==> src/rtl/mem_arbiter.sv <==
// Two-requester arbiter (fetch, load/store) in front of a single-port word memory.
// Define MEM_ARB_RR_EN for round-robin arbitration; default is fixed ls-over-if priority.
module mem_arbiter #(
  parameter int ADDR_WIDTH  = 32,
  parameter int DATA_WIDTH  = 32,
  parameter int MEM_LATENCY = 1
) (
  input  logic                  clock,
  input  logic                  reset_n,
  input  logic                  if_req,
  input  logic [ADDR_WIDTH-1:0] if_address,
  output logic                  if_ready,
  output logic [DATA_WIDTH-1:0] if_rdata,
  input  logic                  ls_req,
  input  logic                  ls_write,
  input  logic [ADDR_WIDTH-1:0] ls_address,
  input  logic [DATA_WIDTH-1:0] ls_wdata,
  output logic                  ls_ready,
  output logic [DATA_WIDTH-1:0] ls_rdata,
  output logic [ADDR_WIDTH-1:0] mem_address,
  output logic [DATA_WIDTH-1:0] mem_input_data,
  output logic                  mem_write,
  input  logic [DATA_WIDTH-1:0] mem_output_data,
  output logic                  busy
);

  typedef enum logic [1:0] {
    IDLE   = 2'd0,
    ACCESS = 2'd1,
    DONE   = 2'd2
  } state_t;

  localparam logic [3:0] LAST = 4'(MEM_LATENCY - 1);

  state_t                state, state_nx;
  logic [3:0]            cnt, cnt_nx;
  logic                  owner_ls, owner_nx;
  logic                  wr_q, wr_nx;
  logic                  pick_ls;
  logic [ADDR_WIDTH-1:0] addr_nx;
  logic [DATA_WIDTH-1:0] wdata_nx;
  logic                  mw_nx;
  logic                  if_rdy_nx, ls_rdy_nx;
  logic [DATA_WIDTH-1:0] if_rd_nx, ls_rd_nx;
  logic                  busy_nx;

  // byte-lane bits are dropped by the word conversion
  logic unused_ok;
  assign unused_ok = ^{if_address[1:0], ls_address[1:0]};

`ifdef MEM_ARB_RR_EN
  logic last_ls, last_ls_nx;

  assign pick_ls = ls_req & (~if_req | ~last_ls);

  always_ff @(posedge clock) begin
    if (!reset_n) last_ls <= 1'b0;
    else          last_ls <= last_ls_nx;
  end

  always_comb begin
    last_ls_nx = last_ls;
    if (state == IDLE && (if_req || ls_req))
      last_ls_nx = pick_ls;
  end
`else
  assign pick_ls = ls_req;
`endif

  always_ff @(posedge clock) begin
    if (!reset_n) begin
      state          <= IDLE;
      cnt            <= 4'd0;
      owner_ls       <= 1'b0;
      wr_q           <= 1'b0;
      mem_address    <= '0;
      mem_input_data <= '0;
      mem_write      <= 1'b0;
      if_ready       <= 1'b0;
      ls_ready       <= 1'b0;
      if_rdata       <= '0;
      ls_rdata       <= '0;
      busy           <= 1'b0;
    end else begin
      state          <= state_nx;
      cnt            <= cnt_nx;
      owner_ls       <= owner_nx;
      wr_q           <= wr_nx;
      mem_address    <= addr_nx;
      mem_input_data <= wdata_nx;
      mem_write      <= mw_nx;
      if_ready       <= if_rdy_nx;
      ls_ready       <= ls_rdy_nx;
      if_rdata       <= if_rd_nx;
      ls_rdata       <= ls_rd_nx;
      busy           <= busy_nx;
    end
  end

  always_comb begin
    state_nx  = state;
    cnt_nx    = cnt;
    owner_nx  = owner_ls;
    wr_nx     = wr_q;
    addr_nx   = mem_address;
    wdata_nx  = mem_input_data;
    mw_nx     = 1'b0;
    if_rdy_nx = 1'b0;
    ls_rdy_nx = 1'b0;
    if_rd_nx  = if_rdata;
    ls_rd_nx  = ls_rdata;
    unique case (state)
      IDLE: begin
        if (if_req || ls_req) begin
          state_nx = ACCESS;
          cnt_nx   = 4'd0;
          owner_nx = pick_ls;
          wr_nx    = pick_ls & ls_write;
          mw_nx    = pick_ls & ls_write;
          if (pick_ls) begin
            addr_nx  = {2'b00, ls_address[ADDR_WIDTH-1:2]};
            wdata_nx = ls_wdata;
          end else begin
            addr_nx  = {2'b00, if_address[ADDR_WIDTH-1:2]};
            wdata_nx = '0;
          end
        end
      end
      ACCESS: begin
        if (cnt == LAST) begin
          state_nx  = DONE;
          cnt_nx    = 4'd0;
          if_rdy_nx = ~owner_ls;
          ls_rdy_nx = owner_ls;
          if (!owner_ls)
            if_rd_nx = mem_output_data;
          else if (!wr_q)
            ls_rd_nx = mem_output_data;
        end else begin
          cnt_nx = cnt + 4'd1;
        end
      end
      DONE: state_nx = IDLE;
      default: state_nx = IDLE;
    endcase
    busy_nx = (state_nx != IDLE);
  end

endmodule

==> config.mk <==
export PLATFORM = sky130hd
export DESIGN_NAME = mem_arbiter
export DESIGN_NICKNAME = d
export VERILOG_FILES = /design/src/rtl/mem_arbiter.sv
export SDC_FILE = /design/constraint.sdc
export NUM_CORES = 1
export LEC_CHECK = 0
export ABC_CLOCK_PERIOD_IN_PS = 1400
export CAP_MARGIN = 20
export CORE_ASPECT_RATIO = 0.8
export CORE_MARGIN = 8
export CORE_UTILIZATION = 37
export DETAILED_ROUTE_END_ITERATION = 10
export GPL_TIMING_DRIVEN = 0
export PLACE_DENSITY = 0.79
export SYNTH_ARGS = -nofsm -noshare
export SYNTH_HDL_FRONTEND = slang
export SYNTH_SLANG_ARGS = --single-unit
==> constraint.sdc <==
create_clock -name clock -period 1.4 [get_ports clock]
set_input_delay 0.28 -clock clock [delete_from_list [all_inputs] [get_ports clock]]
set_output_delay 0.28 -clock clock [all_outputs]
set_load 0.01 [all_outputs]
==> summary.md, run 1 <==
| Metric | Value |
|---|---|
| Initial antenna violation count | `1` |
| Via count of the routed design | `5816` |
| Synth cell count leaders | `dfxtp_1, a21oi_1, o21ai_0, nand3_1` |
| Max_cap viols | `0` |
| Clk sinks | `138` |
| Max VDD drop | `965 uV` |
| Synth Register Bits | `between 100 and 150` |
| RSZ-0062 raised after global routing | `true` |
| Area taken by multi-input logic gates | `2730 um2` |
| Register clock-pin slew on the reported worst setup and hold paths | `about 0.060 ns` |
| Failing checks | `setup timing` |
| Worst Hold Depth | `3` |
| DP HPWL | `around 15 mm` |
| Crit path time final | `between 1.5 and 2 ns` |
| Final setup viols | `93` |
| Sequential fraction of the synthesis area | `around 51%` |
| # nets final | `around 1000` |
| Met1 Routed Length | `~9.5 mm` |
| Syn Inst Count | `between 500 and 600` |
| Initial detailed-routing violation count | `332` |
| Chip Width | `151 um` |
| Synth top area cells | `dfxtp_1, a21oi_1, mux2i_1` |
| Area growth syn-to-layout | `82.1%` |
| Post-DRT Antenna Nets | `0` |
| Max Clock Freq | `between 600 and 700 MHz` |
| EDFF count, synth | `0` |
| Yosys warns | `0` |
| CP max FO | `6` |
| Pwr/cell area | `1130 nW/um2` |
| CTS tree | `yes` |
| Uppermost layer routed | `met4` |
| CTS Hold Bufs | `0` |
| Async SR Flop Fraction | `0%` |
| RD Place Congestion | `between 0.8 and 0.9` |
| Setup CP Type | `flop to flop` |
| Number of buffers created by CTS | `17` |
| Yosys top cell area share | `51.4%` |
| Worst path required time | `1.70 ns` |
| Row Count | `39` |
| Vias in the first global route | `approximately 5700` |
| Largest net degree at the start of global routing | `17` |
| Clock root buffer master | `clkbuf_16` |
| Overflow left after global routing | `0` |
| First-pass GRT wire length | `between 30 and 40 mm` |
| Routed wl met3 | `about 1.9 mm` |
| Synth Cell Area | `5380 um2` |
| Post-synth cell types | `39` |
| Vias per inst | `between 5 and 6` |
| H-tree Lvls | `4` |
| CP arrival | `approximately 1.9 ns` |
| Skew-Pair Late Insertion Delay | `0.42 ns` |
| Reg2reg setup slack | `-0.21 ns` |
| Count leader, synth | `dfxtp_1` |
| Max clock buf depth | `2` |
| Core ar. | `around 14000 um2` |
| DR WL/cell | `just over 20 um` |
| R2R Path End | `state[0]` |
| Total power | `approximately 11 mW` |
| Primary FF master, synth | `dfxtp_1` |
| Final hold violation count | `0` |
| Die area | `18700 um2` |
| FF/Latch Area | `2770 um2` |
| Global Route Usage Sum | `21.8%` |
| End of the critical path | `state[0]` |
| Filler Cells Inserted | `1115` |
| Setup crit end kind | `flop` |
| Io pins | `about 270` |
| Met2 wire length | `around 11 mm` |
| Initial Util | `about 38%` |
| Drt pass-1 iters | `5` |
| Final worst setup slack | `-0.209 ns` |
| Die height | `124 um` |
| Status | `finished, violations left` |
| CP Launch Type | `flop` |
| R2R cell count | `7` |
| Largest area contributor in the synthesized netlist | `dfxtp_1` |
| Skew final | `between 0.01 and 0.015 ns` |
| Crit Reg-Reg Startpoint | `cnt[1]` |
| Fin crit share | `115%` |
| Max-slew violations | `0` |
| Layout cells sized above 1 | `26.3%` |
| Post-Route WL | `22.3 mm` |
| Mean post-synth cell area | `around 9.5 um2` |
| Crit path launch | `cnt[1]` |
| IO buf count | `between 200 and 300` |
| # DRC | `0` |
| Leak Pwr | `4.17 nW` |
| Setup tns final | `-12.95 ns` |
| Worst Hold Class | `input port to flop` |
==> stage by stage <==
step | setup WS [ns] | instance area, um2 | hold WS, ns | utilization [%] | cells
after floorplan | -0.0726 | 5400 | 0.405 | - | 564
after global placement | -0.809 | 8200 | 0.457 | 57.5 | 1005
after detailed placement | -0.818 | 8200 | 0.463 | 57.5 | 1005
after CTS | -0.219 | 9140 | 0.299 | 64.2 | 1056
after global routing | -0.263 | 9790 | 0.369 | 68.7 | 1071
final | -0.209 | 9790 | 0.339 | 68.7 | 1071
==> where the power goes <==
group,leakage [nW],switching [mW],internal [mW],total (mW)
combinational,2.77,1.13,1.21,2.34
sequential,1.13,0.165,4.22,4.39
clock,0.266,1.74,2.56,4.30
==> sequential cells by signal, indices dropped and copies added (netlist names), 2 cells and up <==
name            count
ls_rdata           32
mem_address        30
state               2
cnt                 4
mem_input_data     32
if_rdata           32
==> layer usage <==
metal / up-vias / track usage, %
met5: - / 0
met4: 0 / 5.68
met3: 22 / 7.41
met2: 228 / 35.3
met1: 2815 / 27.3
li1: 2751 / -
==> cell type report <==
cell class | instances | area share [%]
Timing Repair Buffer | 291 | 29.4
Buffer | 66 | 6.11
Tap cell | 184 | 2.35
Antenna cell | 1 | 0.0256
Inverter | 4 | 0.153
Multi-Input combinational cell | 356 | 27.9
Clock buffer | 20 | 4.77
Sequential cell | 138 | 28.3
Clock inverter | 11 | 0.984
==> placed cells by master (no fill, tap or decap), types with 4 or more instances in the layout <==
cell | netlist | routed
a21oi_1 | 96 | 85
buf_2 | 27 | 9
clkdlybuf4s50_1 | 0 | 126
dfxtp_1 | 138 | 133
buf_12 | 0 | 8
mux2i_1 | 30 | 30
dlygate4sd2_1 | 0 | 117
nand3_1 | 33 | 33
nand4_1 | 32 | 32
a211oi_1 | 32 | 27
o21ai_2 | 0 | 53
clkbuf_4 | 0 | 8
clkinvlp_4 | 0 | 5
a22o_1 | 32 | 32
clkbuf_16 | 0 | 20
clkbuf_2 | 0 | 16
clkdlybuf4s15_1 | 0 | 11
clkbuf_8 | 0 | 4
a21oi_2 | 0 | 12
o21ai_4 | 0 | 9
a211oi_2 | 0 | 5
buf_8 | 0 | 13
buf_6 | 6 | 19
dfxtp_2 | 0 | 5
buf_4 | 4 | 22
clkinv_2 | 0 | 4
==> worst max-delay path, cell delays in order, from the launching register on <==
cell,delay [ns]
dfxtp_2,0.32
inv_2,0.07
ha_4,0.13
or3b_4,0.43
buf_12,0.17
buf_12,0.13
a22oi_2,0.18
nor3_1,0.06
==> kinds of logic after synthesis <==
family / Yosys count / share of synthesized area, %
AO/OA/AOI/OAI: 233 / 26.1
adder cells (fa/ha/maj): 2 / 0.465
buffers and inverters: 71 / 6.70
flip-flops: 138 / 51.4
multiplexers: 30 / 5.59
other: 1 / 0.0698
AND/OR/NAND/NOR: 88 / 9.68
==> worst min path at each step <==
stage / slack [ns] / end / start
CTS: 0.30 / busy / ls_req
detailed placement: 0.46 / cnt[0] / cnt[0]
floorplan: 0.41 / mem_input_data[10] / ls_wdata[10]
global route: 0.37 / busy / if_req
finish: 0.34 / busy / if_req
global placement: 0.46 / ls_rdata[17] / ls_rdata[17]
==> what timing repair did <==
action,4_1_cts,5_1_grt
endpoints found under the setup margin,264,135
setup buffers,14,9
gates cloned,6,6
pin swaps,19,96
gates resized for setup,267,165
No activity file was read; power rests on OpenSTA's default activity.
==> run 2, diff against run 1 <==
Settings changed: CORE_UTILIZATION 37 to 56, DONT_BUFFER_PORTS set to 1, PLACE_DENSITY 0.79 to 0.76.
==> run 2 against run 1 <==
Effect of this change:
- the flow still finishes with violations (setup timing)
- core utilization grew 7.9 points
- worst hold slack worse by 0.33 ns
- first-iteration DRC count up 25%
- final cell count decreased by 27%
- combinational power fell by 41%
- non-clock buffer count decreased by 225
- routed wire length fell by 16%
- sequential power grew 5.0%
- sequential share of layout area up 9.8 points
- cell area down 26%
- clock power is 9.8% higher
- critical path type unchanged
- largest cell class is now sequential cells
==> summary.md, run 2 (same netlist as run 1, synthesis figures left out) <==
| Metric | Value |
|---|---|
| Status | `finished, violations left` |
| Failing checks | `setup timing` |
| Setup tns final | `-11.26 ns (+1.68 ns)` |
| Final setup viols | `92 (-1.1%)` |
| Max VDD drop | `1240 uV (+28%)` |
| # DRC | `0 (unchanged)` |
| R2R Path End | `ls_rdata[2]` |
| DP Worst Slack | `-0.285 ns (+0.532 ns)` |
| Cell Count Post-Placement | `683 (-32%)` |
| # nets final | `783 (-22%)` |
| Leak Pwr | `2.77 nW (-33%)` |
| Cell Count, Final, Fillers Out | `780 (-27%)` |
| Reg2reg setup slack | `-0.19 ns (+0.02 ns)` |
| CP arrival | `1.85 ns (-0.06 ns)` |
| Hold path startpoint | `ls_wdata[18]` |
| Worst path required time | `1.66 ns (-0.04 ns)` |
| Post-layout util | `76.5% (+7.9 points)` |
| Internal power | `7.96 mW (-0.43%)` |
| Initial antenna violation count | `1 (unchanged)` |
| Switching pwr | `2.76 mW (-9.1%)` |
| Slew @ Worst Pin | `0.623 ns` |
| Clk sinks | `138 (unchanged)` |
| Initial detailed-routing violation count | `414 (+25%)` |
| Commonest non-fill, non-tap cells in the layout | `dfxtp_1, a21oi_1, nand3_1` |
| Overflow left after global routing | `0 (unchanged)` |
| H-tree Lvls | `4 (unchanged)` |
| Number of buffers created by CTS | `17 (unchanged)` |
| Clock power frac | `44.0% (+5.0 points)` |
| Die height | `104 um (-16%)` |
| Max-slew violations | `0 (unchanged)` |
| Sw Ratio | `25.7% (-1.8 points)` |
| Final hold violation count | `0 (unchanged)` |
| Pwr/cell area | `1480 nW/um2 (+31%)` |
| Global Route Usage Sum | `26.2% (+4.4 points)` |
| Crit Reg-Reg Startpoint | `cnt[0]` |
| Skew-Pair Late Insertion Delay | `0.41 ns (about the same)` |
| Worst Hold Depth | `1 (-2)` |
| R2R cell count | `7 (unchanged)` |
| Worst Hold Class | `input port to flop` |
| Die area | `13000 um2 (-30%)` |
| Drt pass-1 iters | `5 (unchanged)` |
| Filler Cells Inserted | `633 (-43%)` |
| RD Place Congestion | `0.838 (+3.7%)` |
| Area taken by multi-input logic gates | `2530 um2 (-7.2%)` |
| CP max FO | `7 (+1)` |
| Crit path launch | `cnt[0]` |
| Reg power frac | `43.0% (+3.2 points)` |
| CP Launch Type | `flop` |
| Largest net degree at the start of global routing | `17 (unchanged)` |
| Final worst setup slack | `-0.193 ns (+0.0161 ns)` |
| Clock root buffer master | `clkbuf_16` |
| CTS tree | `yes` |
| Via count of the routed design | `5075 (-13%)` |
| Area growth syn-to-layout | `35.1%` |
| Core ar. | `9490 um2 (-33%)` |
| Post-Route WL | `18.8 mm (-16%)` |
| First-pass GRT wire length | `27.5 mm (-12%)` |
| DP HPWL | `12.3 mm (-17%)` |
| Post-DRT Antenna Nets | `0 (unchanged)` |
| Crit path time final | `1.59 ns (-0.0161 ns)` |
| IO buf count | `0 (-100%)` |
| Skew final | `0.0133 ns (+0.00309 ns)` |
| Regs by FF count | `if_rdata (32), ls_rdata (32), mem_input_data (32)` |
| Power share of the combinational group | `13.0% (-8.2 points)` |
| Fin crit share | `114% (-1.2 points)` |
| Register clock-pin slew on the reported worst setup and hold paths | `0.06 ns (about the same)` |
| Initial Util | `56.6% (+19 points)` |
| Vias per inst | `6.51 (+20%)` |
| Row Count | `32 (-18%)` |
| Rel. slew slack | `between 50% and 60%` |
| Max Clock Freq | `628 MHz (+1.0%)` |
| Io pins | `265 (unchanged)` |
| FF/Latch Area | `2770 um2 (about the same)` |
| Max clock buf depth | `2 (unchanged)` |
| Setup CP Type | `flop to flop` |
| RSZ-0062 raised after global routing | `true` |
| Max_cap viols | `0 (unchanged)` |
| Vias in the first global route | `4886 (-14%)` |
| Layout cells sized above 1 | `27.9% (+1.6 points)` |
| Setup crit end kind | `flop` |
| Commonest non-fill, non-tap cell in the layout | `dfxtp_1` |
| Chip Width | `126 um (-17%)` |
| Hold endpoint | `mem_input_data[18]` |
| DR WL/cell | `24.1 um (+16%)` |
run 2: area by class of cell:
cell class	instances	share of cell area [%]
multi-input combinational	355	34.9
clock buffer	20	6.29
antenna	1	0.0345
tap	119	2.05
inverter	4	0.207
clock inverter	11	2.33
sequential	138	38.1
timing repair buffer	65	8.92
buffer	67	7.13
run 2: critical path: stages, from the launching register on:
cell and delay [ns]:
dfxtp_2 0.33, inv_2 0.07, ha_4 0.12, or3b_4 0.42, buf_4 0.16, buf_8 0.13
o21ai_4 0.14, a21oi_2 0.07
run 2: power by group through the flow:
stage               Sequential (mW)  Clock, mW  Combinational, mW
finish                         4.61       4.72               1.39
global route                   4.63       4.93               1.51
CTS                            4.59       4.74               1.12
detailed placement             4.67          0              0.974
global placement               4.66          0              0.936
floorplan                      4.57          0              0.771
run 2: layer usage:
layer	GRT usage [%]	part of all wire, %	vias to the layer above
li1	-	-	2283
met1	29.0	36	2425
met2	43.1	49	319
met3	11.9	12	48
met4	10.1	2.3	0
met5	0	0	-
run 2: metrics by stage:
stage                     area, um2  hold slack [ns]  power, mW
after floorplan                5400            0.405       5.35
after global routing           7260        -0.000709       11.1
final                          7260           0.0110       10.7
after CTS                      6800         0.000242       10.5
after detailed placement       5550            0.410       5.64
after global placement         5550            0.406       5.60
run 2: timing repair:
action,in CTS,in global routing
hold endpoints to repair,25,1
pin swaps,37,39
buffers inserted,8,22
hold buffers,25,1
resized for setup,101,85
endpoints found under the setup margin,130,131
cloned,3,6
run 2: how the worst max path moves through the flow:
| stage | endpoint | slack (ns) | cells after the start |
|---|---|---|---|
| floorplan | state[0] | -0.07 | 7 |
| global placement | if_rdata[19] | -0.21 | 6 |
| detailed placement | ls_rdata[6] | -0.29 | 6 |
| CTS | state[0] | -0.18 | 7 |
| global route | ls_rdata[11] | -0.25 | 6 |
| finish | ls_rdata[2] | -0.19 | 7 |
